### src/rtl/lut3_if.sv
`default_nettype none
// ============================================================================
// lut3_if : select inputs, function output and configuration bus of lut3
// Rev 1.0 : initial release
// ============================================================================
interface lut3_if;
  logic       A;
  logic       B;
  logic       C;
  logic       F;
  logic       cfg_we;
  logic [7:0] cfg_data;
  logic       cfg_bit_we;
  logic [2:0] cfg_addr;
  logic       cfg_bit;
  logic [7:0] cfg_table;

  modport master (
    output A, B, C, cfg_we, cfg_data, cfg_bit_we, cfg_addr, cfg_bit,
    input  F, cfg_table
  );

  modport slave (
    input  A, B, C, cfg_we, cfg_data, cfg_bit_we, cfg_addr, cfg_bit,
    output F, cfg_table
  );
endinterface
`default_nettype wire

### src/rtl/lut3.sv
`default_nettype none
// ============================================================================
// lut3 : runtime-programmable 3-input look-up table, F = table[{A,B,C}]
// Rev 1.0 : initial release
// ============================================================================
module lut3 #(
  parameter logic [7:0] INIT = 8'hE8
) (
  input  logic   clk,
  input  logic   rst,
  lut3_if.slave  bus
);

  logic [7:0] lut_table;

  // Whole-table write wins over a same-edge single-entry write.
  always_ff @(posedge clk) begin
    if (rst) begin
      lut_table <= INIT;
    end else if (bus.cfg_we) begin
      lut_table <= bus.cfg_data;
    end else if (bus.cfg_bit_we) begin
      lut_table[bus.cfg_addr] <= bus.cfg_bit;
    end
  end

  assign bus.F         = lut_table[{bus.A, bus.B, bus.C}];
  assign bus.cfg_table = lut_table;

endmodule
`default_nettype wire

### src/flat_wrapper.sv
// flat-port wrapper written by rule: the top's interface ports become plain ports
module lut3_flat 
#(
  parameter logic [7:0] INIT = 8'hE8
)
  (clk, rst, bus_A, bus_B, bus_C, bus_cfg_we, bus_cfg_data, bus_cfg_bit_we, bus_cfg_addr, bus_cfg_bit, bus_F, bus_cfg_table);
  lut3_if bus_i ();
  input  logic clk;
  input  logic rst;
  input wire logic [$bits(bus_i.A)-1:0] bus_A;
  input wire logic [$bits(bus_i.B)-1:0] bus_B;
  input wire logic [$bits(bus_i.C)-1:0] bus_C;
  input wire logic [$bits(bus_i.cfg_we)-1:0] bus_cfg_we;
  input wire logic [$bits(bus_i.cfg_data)-1:0] bus_cfg_data;
  input wire logic [$bits(bus_i.cfg_bit_we)-1:0] bus_cfg_bit_we;
  input wire logic [$bits(bus_i.cfg_addr)-1:0] bus_cfg_addr;
  input wire logic [$bits(bus_i.cfg_bit)-1:0] bus_cfg_bit;
  output wire logic [$bits(bus_i.F)-1:0] bus_F;
  output wire logic [$bits(bus_i.cfg_table)-1:0] bus_cfg_table;
  assign bus_i.A = bus_A;
  assign bus_i.B = bus_B;
  assign bus_i.C = bus_C;
  assign bus_i.cfg_we = bus_cfg_we;
  assign bus_i.cfg_data = bus_cfg_data;
  assign bus_i.cfg_bit_we = bus_cfg_bit_we;
  assign bus_i.cfg_addr = bus_cfg_addr;
  assign bus_i.cfg_bit = bus_cfg_bit;
  assign bus_F = bus_i.F;
  assign bus_cfg_table = bus_i.cfg_table;
  lut3 #(.INIT(INIT)) u_core (.clk(clk), .rst(rst), .bus(bus_i));
endmodule
### config.mk
export PLATFORM = sky130hd
export DESIGN_NAME = lut3_flat
export DESIGN_NICKNAME = d
export VERILOG_FILES = /design/src/rtl/lut3_if.sv /design/src/rtl/lut3.sv /design/src/flat_wrapper.sv
export SDC_FILE = /design/constraint.sdc
export NUM_CORES = 1
export LEC_CHECK = 0
export BUFFER_PORTS_ARGS = -buffer_cell sky130_fd_sc_hd__buf_2
export CORE_UTILIZATION = 30
export DETAILED_ROUTE_END_ITERATION = 10
export PLACE_DENSITY = 0.69
export SETUP_SLACK_MARGIN = 0.1
export SLEW_MARGIN = 20
export SYNTH_ARGS = -nofsm -noshare
export SYNTH_HDL_FRONTEND = slang
export SYNTH_SLANG_ARGS = --single-unit
export TNS_END_PERCENT = 20
### constraint.sdc
create_clock -name clk -period 1.3 [get_ports clk]
set_input_delay 0.13 -clock clk [delete_from_list [all_inputs] [get_ports clk]]
set_output_delay 0.13 -clock clk [all_outputs]
set_load 0.03 [all_outputs]
==> impl_results.md, run 1 <==
- Share of layout cells above drive strength 1: 62.79%
- Yosys cell types: 18
- Worst path slowest cell: mux4_2
- Residual DRC: 0
- Post-route cell area: 752.0 µm²
- Post-route minimum period: 1.616 ns
- Failing checks: setup timing
- IO Pins: 28
- Tightest Pin Transition: 0.3454 ns
- Crit path buffers/inverters: 1
- Post-DP Area: 719.4 µm²
- Hold Crit Class: input port to flip-flop
- Post-Syn Area per Cell: 10.46 µm²
- Yosys Warn Count: 0
- Min-delay src: bus_cfg_data[6]
- Post-Synthesis Cells: 47
- Number of antenna diodes: 0
- DR vias/cell: 5.186
- Initial Util: 32.27%
- Detailed Route Iter0 Violations: 10
- Normalized max-slew margin: 76.91%
- Crit start category: flip-flop
- Antenna-violating nets left: 0
- Hold Fails Final Rpt: 0
- F_max: 618.9 MHz
- Vias in the first global route: 491
- Initial antenna violation count: 0
- Largest delay share family, worst path: multiplexers
- Final setup violation count: 1
- Clock latency on the worst-skew pair: 0.25 ns
- Worst Skew: 0 ns
- Htree depth: 1
- Die W: 42.49 µm
- Status: finished with violations
- CP max FO: 2
- Routability cong.: 0.7765
- Max FFs per register: 8
- Die height: 42.49 µm
- Endpoint class of the critical path: primary output
- Clock Path Buffers: 2
- Pwr dens: 947.8 nW/µm²
- Crit Path Category: flip-flop to primary output
- Die area: 1805 µm²
- Synthesized flop and latch total: 8
- Overall routing resource usage: 17.05%
- Routed Wire Length: 1379 µm
- Via count: 529
- Fill count: 140
- Leak: 0.3564 nW
- Buffer count from post-CTS setup fixing: 0
- CTS Buf Count: 3
- Reg2reg path depth: 3
- Grt ovf: 0
- Drt pass-1 iters: 4
- WHS Path Cells: 3
- Period utilization: 124.3%
- FF-to-FF Start: u_core.bus.cfg_table[4]
- Row Count: 14
- DPL Wire Length: 1076 µm
- Peak supply drop: 0.0005224 V
- FF-to-FF End: u_core.bus.cfg_table[4]
- Synth-to-Final Area Change: 52.93%
- Sink Count: 8
- Hold endpoint: u_core.bus.cfg_table[6]
- Fin worst setup slack: -0.3159 ns
- CTS tree: built
- Final setup TNS: -0.3159 ns
- Slew Viols, Final: 0
- Max capacitance violation total: 0
- First-pass GRT wire length: 2194 µm
- Worst path cell trace: mux4_2, mux2_4, buf_6
- Largest stage delay, worst path: 0.46 ns
- Core Area: 1524 µm²
- RSZ-0062 raised after global routing: yes
- Reg2Reg Setup Slack: 0.33 ns
- Critical Path AT: 1.49 ns
- Register area share after synthesis: 32.57%
- CTS clk-pin slew, worst paths: 0.06 ns
- Post-synthesis net count: 66
- Buffers on Ports: 27
- Commonest non-fill, non-tap cell in the layout: buf_2
- Root buf cell: clkbuf_4
- Most frequent cells in the layout: buf_2, buf_4, dfxtp_2, nor2_1, mux2i_1
- WP data required: 1.17 ns
- Area of the mapped netlist: 491.7 µm²
- Largest net degree at the start of global routing: 14
- DR WL/cell: 13.52 µm
- Nets: 106
## logic make-up (layout without fill, tap and decap cells)
logic type             after synthesis  after routing  share of synthesized area (%)
AO/OA/AOI/OAI                        8              8                          14.76
buffers and inverters                3             42                          3.817
flip-flops                           8              8                          32.57
multiplexers                         8              8                          21.63
AND/OR/NAND/NOR                     20             20                          27.22
## report_power, final
part | total, mW | switching (mW) | internal (mW)
Sequential | 0.276 | 0.00893 | 0.267
Clock | 0.206 | 0.0884 | 0.118
Combinational | 0.231 | 0.122 | 0.109
## tightest hold or removal path, stage by stage
cell      delay (ns)
buf_2           0.08
nand2_1         0.04
o211ai_1        0.07
## area by class of cell
class	count	area (µm²)	share of cell area (%)
sequential	8	172.7	22.96
clock buffer	4	26.28	3.494
multi-input combinational	36	316.6	42.10
tap	16	20.02	2.662
inverter	2	7.507	0.9983
timing repair buffer	36	209.0	27.79
## cells in the mapped netlist
master,instances,area share (%)
a2111oi_2,1,3.1
a2111oi_1,2,4.1
and4bb_2,2,5.1
nor3_1,3,3.1
mux2_2,1,2.3
nand4b_1,3,5.3
o211ai_1,4,6.1
buf_6,1,2.3
inv_1,2,1.5
and4bb_1,1,2.5
mux2i_1,5,10
nand4_1,1,1.3
a211oi_1,1,1.5
nand2_1,4,3.1
mux4_2,2,9.2
nor2_1,5,3.8
nor4b_2,1,3.1
dfxtp_1,8,33
## what timing repair did
item / CTS / global route
endpoints found under the hold margin: 0 / 0
endpoints found under the setup margin: 1 / 1
gates resized for setup: 2 / 0
hold buffers: 0 / 0
cloned: 0 / 0
## worst max path at each step
stage	start	end	slack, ns	cells past startpoint
global placement	u_core.bus.cfg_table[6]	bus_F	-0.05	3
finish	u_core.bus.cfg_table[6]	bus_F	-0.32	3
floorplan	u_core.bus.cfg_table[6]	bus_F	0.02	2
global route	u_core.bus.cfg_table[6]	bus_F	-0.34	3
detailed placement	u_core.bus.cfg_table[6]	bus_F	-0.06	3
CTS	u_core.bus.cfg_table[6]	bus_F	-0.32	3
## routing by layer
layer	vias up	GRT usage, %	wire length (µm)
met5	-	0	0
met2	17	25.23	665
met3	5	6.466	74
met4	0	9.375	29
li1	267	-	-
met1	240	21.18	609
## through the flow
step	hold WS (ns)	power, mW	setup slack, ns	instances	util, %
after floorplan	0.1914	0.4022	0.02325	47	-
after global placement	0.3575	0.4991	-0.04834	98	47.21
after detailed placement	0.3623	0.5035	-0.05637	98	47.21
after CTS	0.08626	0.7238	-0.3216	102	49.34
after global routing	0.09288	0.7621	-0.3418	102	49.34
final	0.09640	0.7127	-0.3159	102	49.34
No activity file was read; power rests on OpenSTA's default activity.
==> run 2: changes to the inputs <==
--- a/config.mk
+++ b/config.mk
@@ -8,7 +8,7 @@
 export BUFFER_PORTS_ARGS = -buffer_cell sky130_fd_sc_hd__buf_2
 export CORE_UTILIZATION = 30
 export DETAILED_ROUTE_END_ITERATION = 10
-export PLACE_DENSITY = 0.69
+export PLACE_DENSITY = 0.71
 export SETUP_SLACK_MARGIN = 0.1
 export SLEW_MARGIN = 20
 export SYNTH_ARGS = -nofsm -noshare
==> constraint.sdc (replaced) <==
create_clock -name clk -period 1.33 [get_ports clk]
set_input_delay 0.133 -clock clk [delete_from_list [all_inputs] [get_ports clk]]
set_output_delay 0.133 -clock clk [all_outputs]
set_load 0.03 [all_outputs]
==> run 2 against run 1 <==
The run still ends with setup timing left; combinational power decreased by 9.5%; design area decreased by 4.0%; first-iteration DRC count decreased by 30%; wire length decreased by 8.5%; via count decreased by 4.7%; sequential power decreased by 1%; non-clock buffer count decreased by 4; critical endpoint unchanged; setup slack improved by 0.046 ns; cell count decreased by 3.9%.
==> impl_results.md, run 2 (synthesis results as in run 1) <==
- Status: finished with violations
- Failing checks: setup timing
- Tightest Pin Transition: 0.2936 ns
- Initial antenna violation count: 0
- Worst path slowest cell: mux4_2
- RSZ-0062 raised after global routing: yes
- FF-to-FF End: u_core.bus.cfg_table[4]
- Routed Wire Length: 1262 µm
- Drt pass-1 iters: 4
- Largest net degree at the start of global routing: 14
- Reg2reg path depth: 3
- Util after Layout: 47.37%
- Row Count: 14
- CTS Buf Count: 3
- Antenna-violating nets left: 0
- Normalized max-slew margin: 80.37%
- Internal power: 0.4728 mW
- Detailed Route Iter0 Violations: 7
- Post-route cell area: 721.9 µm²
- F_max: 625.0 MHz
- Hold Crit Class: input port to flip-flop
- Worst path cell trace: mux4_2, mux2_4, buf_6
- Register area: 172.7 µm²
- Hold WS: 0.1029 ns
- Fin cells: 98
- Worst slack at placement: -0.01417 ns
- Peak supply drop: 0.0004029 V
- Buffers on Ports: 27
- DR WL/cell: 12.88 µm
- Die height: 42.49 µm
- DPL Wire Length: 1035 µm
- Sw Pwr: 0.2177 mW
- Worst setup path start: u_core.bus.cfg_table[6]
- Power, Total: 0.6905 mW
- Logic pwr share: 30.3%
- Worst Skew: 0 ns
- Routability cong.: 0.6974
- Leak: 0.3382 nW
- Largest delay share family, worst path: multiplexers
- CTS tree: built
- Largest stage delay, worst path: 0.45 ns
- Period utilization: 120.3%
- Htree depth: 1
- Max FFs per register: 8
- Post-route minimum period: 1.600 ns
- Pwr dens: 956.5 nW/µm²
- M2 GR Usage: 24.62%
- Fill count: 162
- Final setup TNS: -0.2699 ns
- Post-DP Area: 689.4 µm²
- Hold endpoint: u_core.bus.cfg_table[3]
- DR vias/cell: 5.143
- M1 GR Usage: 22.28%
- Crit path buffers/inverters: 1
- FF-to-FF Start: u_core.bus.cfg_table[4]
- Busiest grt layer: met2
- Residual DRC: 0
- IO Pins: 28
- CP max FO: 2
- Fin worst setup slack: -0.2699 ns
- Buffer count from post-CTS setup fixing: 0
- Met3 usage: 1.724%
- Share of layout cells above drive strength 1: 60.98%
- Sequential share of power: 39.4%
- CTS clk-pin slew, worst paths: 0.07 ns
- Initial Util: 32.27%
- Grt ovf: 0
- Sw frac: 31.53%
- Die area: 1805 µm²
- Root buf cell: clkbuf_4
- First-pass GRT wire length: 2173 µm
- Endpoint class of the critical path: primary output
- Max capacitance violation total: 0
- WHS Path Cells: 3
- Vias in the first global route: 484
- Core Area: 1524 µm²
- Cells after DPL: 94
- Hold Fails Final Rpt: 0
- Synth-to-Final Area Change: 46.82%
- Nets: 102
- Number of antenna diodes: 0
- Slew Viols, Final: 0
- Critical Path AT: 1.47 ns
- Clock network power share: 30.3%
- Final setup violation count: 1
- Clock latency on the worst-skew pair: 0.25 ns
- Crit Path Category: flip-flop to primary output
- Reg2Reg Setup Slack: 0.41 ns
- Sink Count: 8
- Die W: 42.49 µm
- Commonest non-fill, non-tap cell in the layout: buf_2
- Most frequent cells in the layout: buf_2, dfxtp_2, nor2_1, mux2i_1, buf_4
- Area of the multi-input gates: 316.6 µm²
- Crit start category: flip-flop
- Min-delay src: bus_cfg_data[3]
- WP data required: 1.20 ns
- Overall routing resource usage: 16.01%
- Via count: 504
- Clock Path Buffers: 2
run 2: cell types whose count changed in the layout (fill, tap and decap cells not counted), sizes merged:
| cell | delta |
|---|---|
| buf | -4 |
run 2: worst reg2reg max path, delay by kind of cell (launching register included):
kind            cells  cell delay [ns]
compound gates      1             0.34
simple gates        1             0.04
buf+inv             1             0.10
flops               1             0.33
run 2: timing repair:
action                                  CTS  global route
endpoints found under the setup margin    1             1
pin swaps                                 0             0
resized for setup                         2             0
hold buffers                              0             0
run 2: how the worst max path moves through the flow:
| stage | cells after the start | slack [ns] | end |
|---|---|---|---|
| after floorplan | 2 | 0.05 | bus_F |
| after CTS | 3 | -0.28 | bus_F |
| after global placement | 3 | -0.008 | bus_F |
| after detailed placement | 3 | -0.01 | bus_F |
| final | 3 | -0.27 | bus_F |
| after global routing | 3 | -0.31 | bus_F |
run 2: final cells by class:
type / count / area share, %
tap: 16 / 2.773
sequential: 8 / 23.92
multi-input combinational: 36 / 43.85
timing repair buffer: 32 / 24.78
clock buffer: 4 / 3.640
inverter: 2 / 1.040
run 2: power by group through the flow:
stage	clock network [mW]	registers (mW)	logic, mW
floorplan	0	0.313	0.0803
global placement	0	0.275	0.201
detailed placement	0	0.277	0.204
CTS	0.214	0.272	0.211
global route	0.232	0.274	0.227
finish	0.209	0.272	0.209
run 2: per-layer routing:
layer,vias to the layer above,part of all wire [%]
li1,264,-
met1,224,48
met2,16,47
met3,0,4.5
met4,0,0
met5,-,0
==> run 3: changes to the inputs <==
==> constraint.sdc (replaced) <==
create_clock -name clk -period 1.33 [get_ports clk]
set_input_delay 0.266 -clock clk [delete_from_list [all_inputs] [get_ports clk]]
set_output_delay 0.266 -clock clk [all_outputs]
set_load 0.03 [all_outputs]
==> run 3 against run 2 <==
Non-clock buffer count is 4 higher; highest routed layer is now met4; the flow still finishes with violations (setup timing); wire length is 5.5% higher; combinational power is 6% higher; die area stayed put; clock skew stayed put.
==> impl_results.md, run 3 (synthesis results as in run 1) <==
- Status: finished with violations
- Failing checks: setup timing
- DR WL/cell: 13.05 µm
- WHS Path Cells: 3
- First-pass GRT wire length: 2194 µm
- Reg2reg path depth: 3
- F_max: 572.7 MHz
- Number of antenna diodes: 0
- Final setup violation count: 1
- Leak: 0.3564 nW
- Die area: 1805 µm²
- Nets: 106
- CTS Buf Count: 3
- Buffer count from post-CTS setup fixing: 0
- Tightest Pin Transition: 0.3177 ns
- Via count: 515
- M2 GR Usage: 27.69%
- Endpoint class of the critical path: primary output
- Hold Crit Class: input port to flip-flop
- Root buf cell: clkbuf_4
- Max capacitance violation total: 0
- Power, Total: 0.7081 mW
- Overall routing resource usage: 16.25%
- Share of layout cells above drive strength 1: 62.79%
- Hold WS: 0.2266 ns
- Slew Viols, Final: 0
- Pwr dens: 941.7 nW/µm²
- CTS clk-pin slew, worst paths: 0.07 ns
- Worst slack at placement: -0.2409 ns
- Vias in the first global route: 513
- Detailed Route Iter0 Violations: 5
- Grt ovf: 0
- Routability cong.: 0.7436
- Antenna-violating nets left: 0
- Max FFs per register: 8
- Worst path cell trace: mux4_2, mux2_4, buf_6
- Normalized max-slew margin: 78.77%
- Hold Fails Final Rpt: 0
- Worst path slowest cell: mux4_2
- Util after Layout: 49.34%
- Met3 usage: 1.293%
- Initial Util: 32.27%
- Critical Path AT: 1.48 ns
- Clock Path Buffers: 2
- Busiest grt layer: met2
- CP max FO: 2
- DR vias/cell: 5.049
- Die W: 42.49 µm
- M1 GR Usage: 19.79%
- Post-route minimum period: 1.746 ns
- Initial antenna violation count: 0
- Worst Skew: 0 ns
- Post-DP Area: 719.4 µm²
- Peak supply drop: 0.0004818 V
- Cells after DPL: 98
- Buffers on Ports: 27
- Residual DRC: 0
- Routed Wire Length: 1331 µm
- Post-route cell area: 752.0 µm²
- DPL Wire Length: 1076 µm
- Largest net degree at the start of global routing: 14
- Fin cells: 102
- CTS tree: built
- Die height: 42.49 µm
- Fin worst setup slack: -0.4163 ns
- Commonest non-fill, non-tap cell in the layout: buf_2
- Core Area: 1524 µm²
- Synth-to-Final Area Change: 52.93%
- Row Count: 14
- IO Pins: 28
- Largest stage delay, worst path: 0.45 ns
- CTS Hold Bufs: 0
- Final setup TNS: -0.4163 ns
- Crit Path Category: flip-flop to primary output
- Htree depth: 1
- WP data required: 1.06 ns
- Most frequent cells in the layout: buf_2, buf_4, dfxtp_2, nor2_1, mux2i_1
- Reg2Reg Setup Slack: 0.41 ns
- RSZ-0062 raised after global routing: yes
- Clock latency on the worst-skew pair: 0.26 ns
- Crit start category: flip-flop
- Sink Count: 8
- Period utilization: 131.3%
- Drt pass-1 iters: 4
run 3: changes by cell type in the layout (fill, tap and decap cells not counted), sizes merged:
cell  before  now
buf       32   36
run 3: power by group:
| part | internal, mW | leakage (nW) | switching (mW) |
|---|---|---|---|
| clock network | 0.115 | 0.0150 | 0.0998 |
| registers | 0.260 | 0.0671 | 0.0104 |
| logic | 0.106 | 0.274 | 0.116 |
run 3: routing by layer:
layer  routed length [µm]  vias to the layer above
met3                   55                        2
met4                   29                        0
met1                  599                      224
met2                  647                       18
met5                    0                        -
li1                     -                      271
run 3: path summary, 6_finish.rpt:
| path | start | to |
|---|---|---|
| worst min-delay path | bus_cfg_data[6] | u_core.bus.cfg_table[6] |
| worst max register to register | u_core.bus.cfg_table[4] | u_core.bus.cfg_table[4] |
| worst min register to register | u_core.bus.cfg_table[3] | u_core.bus.cfg_table[3] |
| worst max-delay path | u_core.bus.cfg_table[6] | bus_F |
run 3: critical path, delay by kind of cell, from the launching register on:
| kind | cells | cell delay, ns |
|---|---|---|
| flops | 1 | 0.35 |
| buf+inv | 1 | 0.14 |
| mux | 2 | 0.73 |
run 3: layout make-up:
| cell class | count | area [µm²] |
|---|---|---|
| Multi-Input combinational cell | 36 | 316.6 |
| Tap cell | 16 | 20.02 |
| Inverter | 2 | 7.507 |
| Clock buffer | 4 | 26.28 |
| Fill cell | 156 | 772.0 |
| Sequential cell | 8 | 172.7 |
| Timing Repair Buffer | 36 | 209.0 |
run 3: timing repair:
action	4_1_cts	5_1_grt
setup endpoints to repair	1	1
resized for setup	2	0
gates cloned	0	0
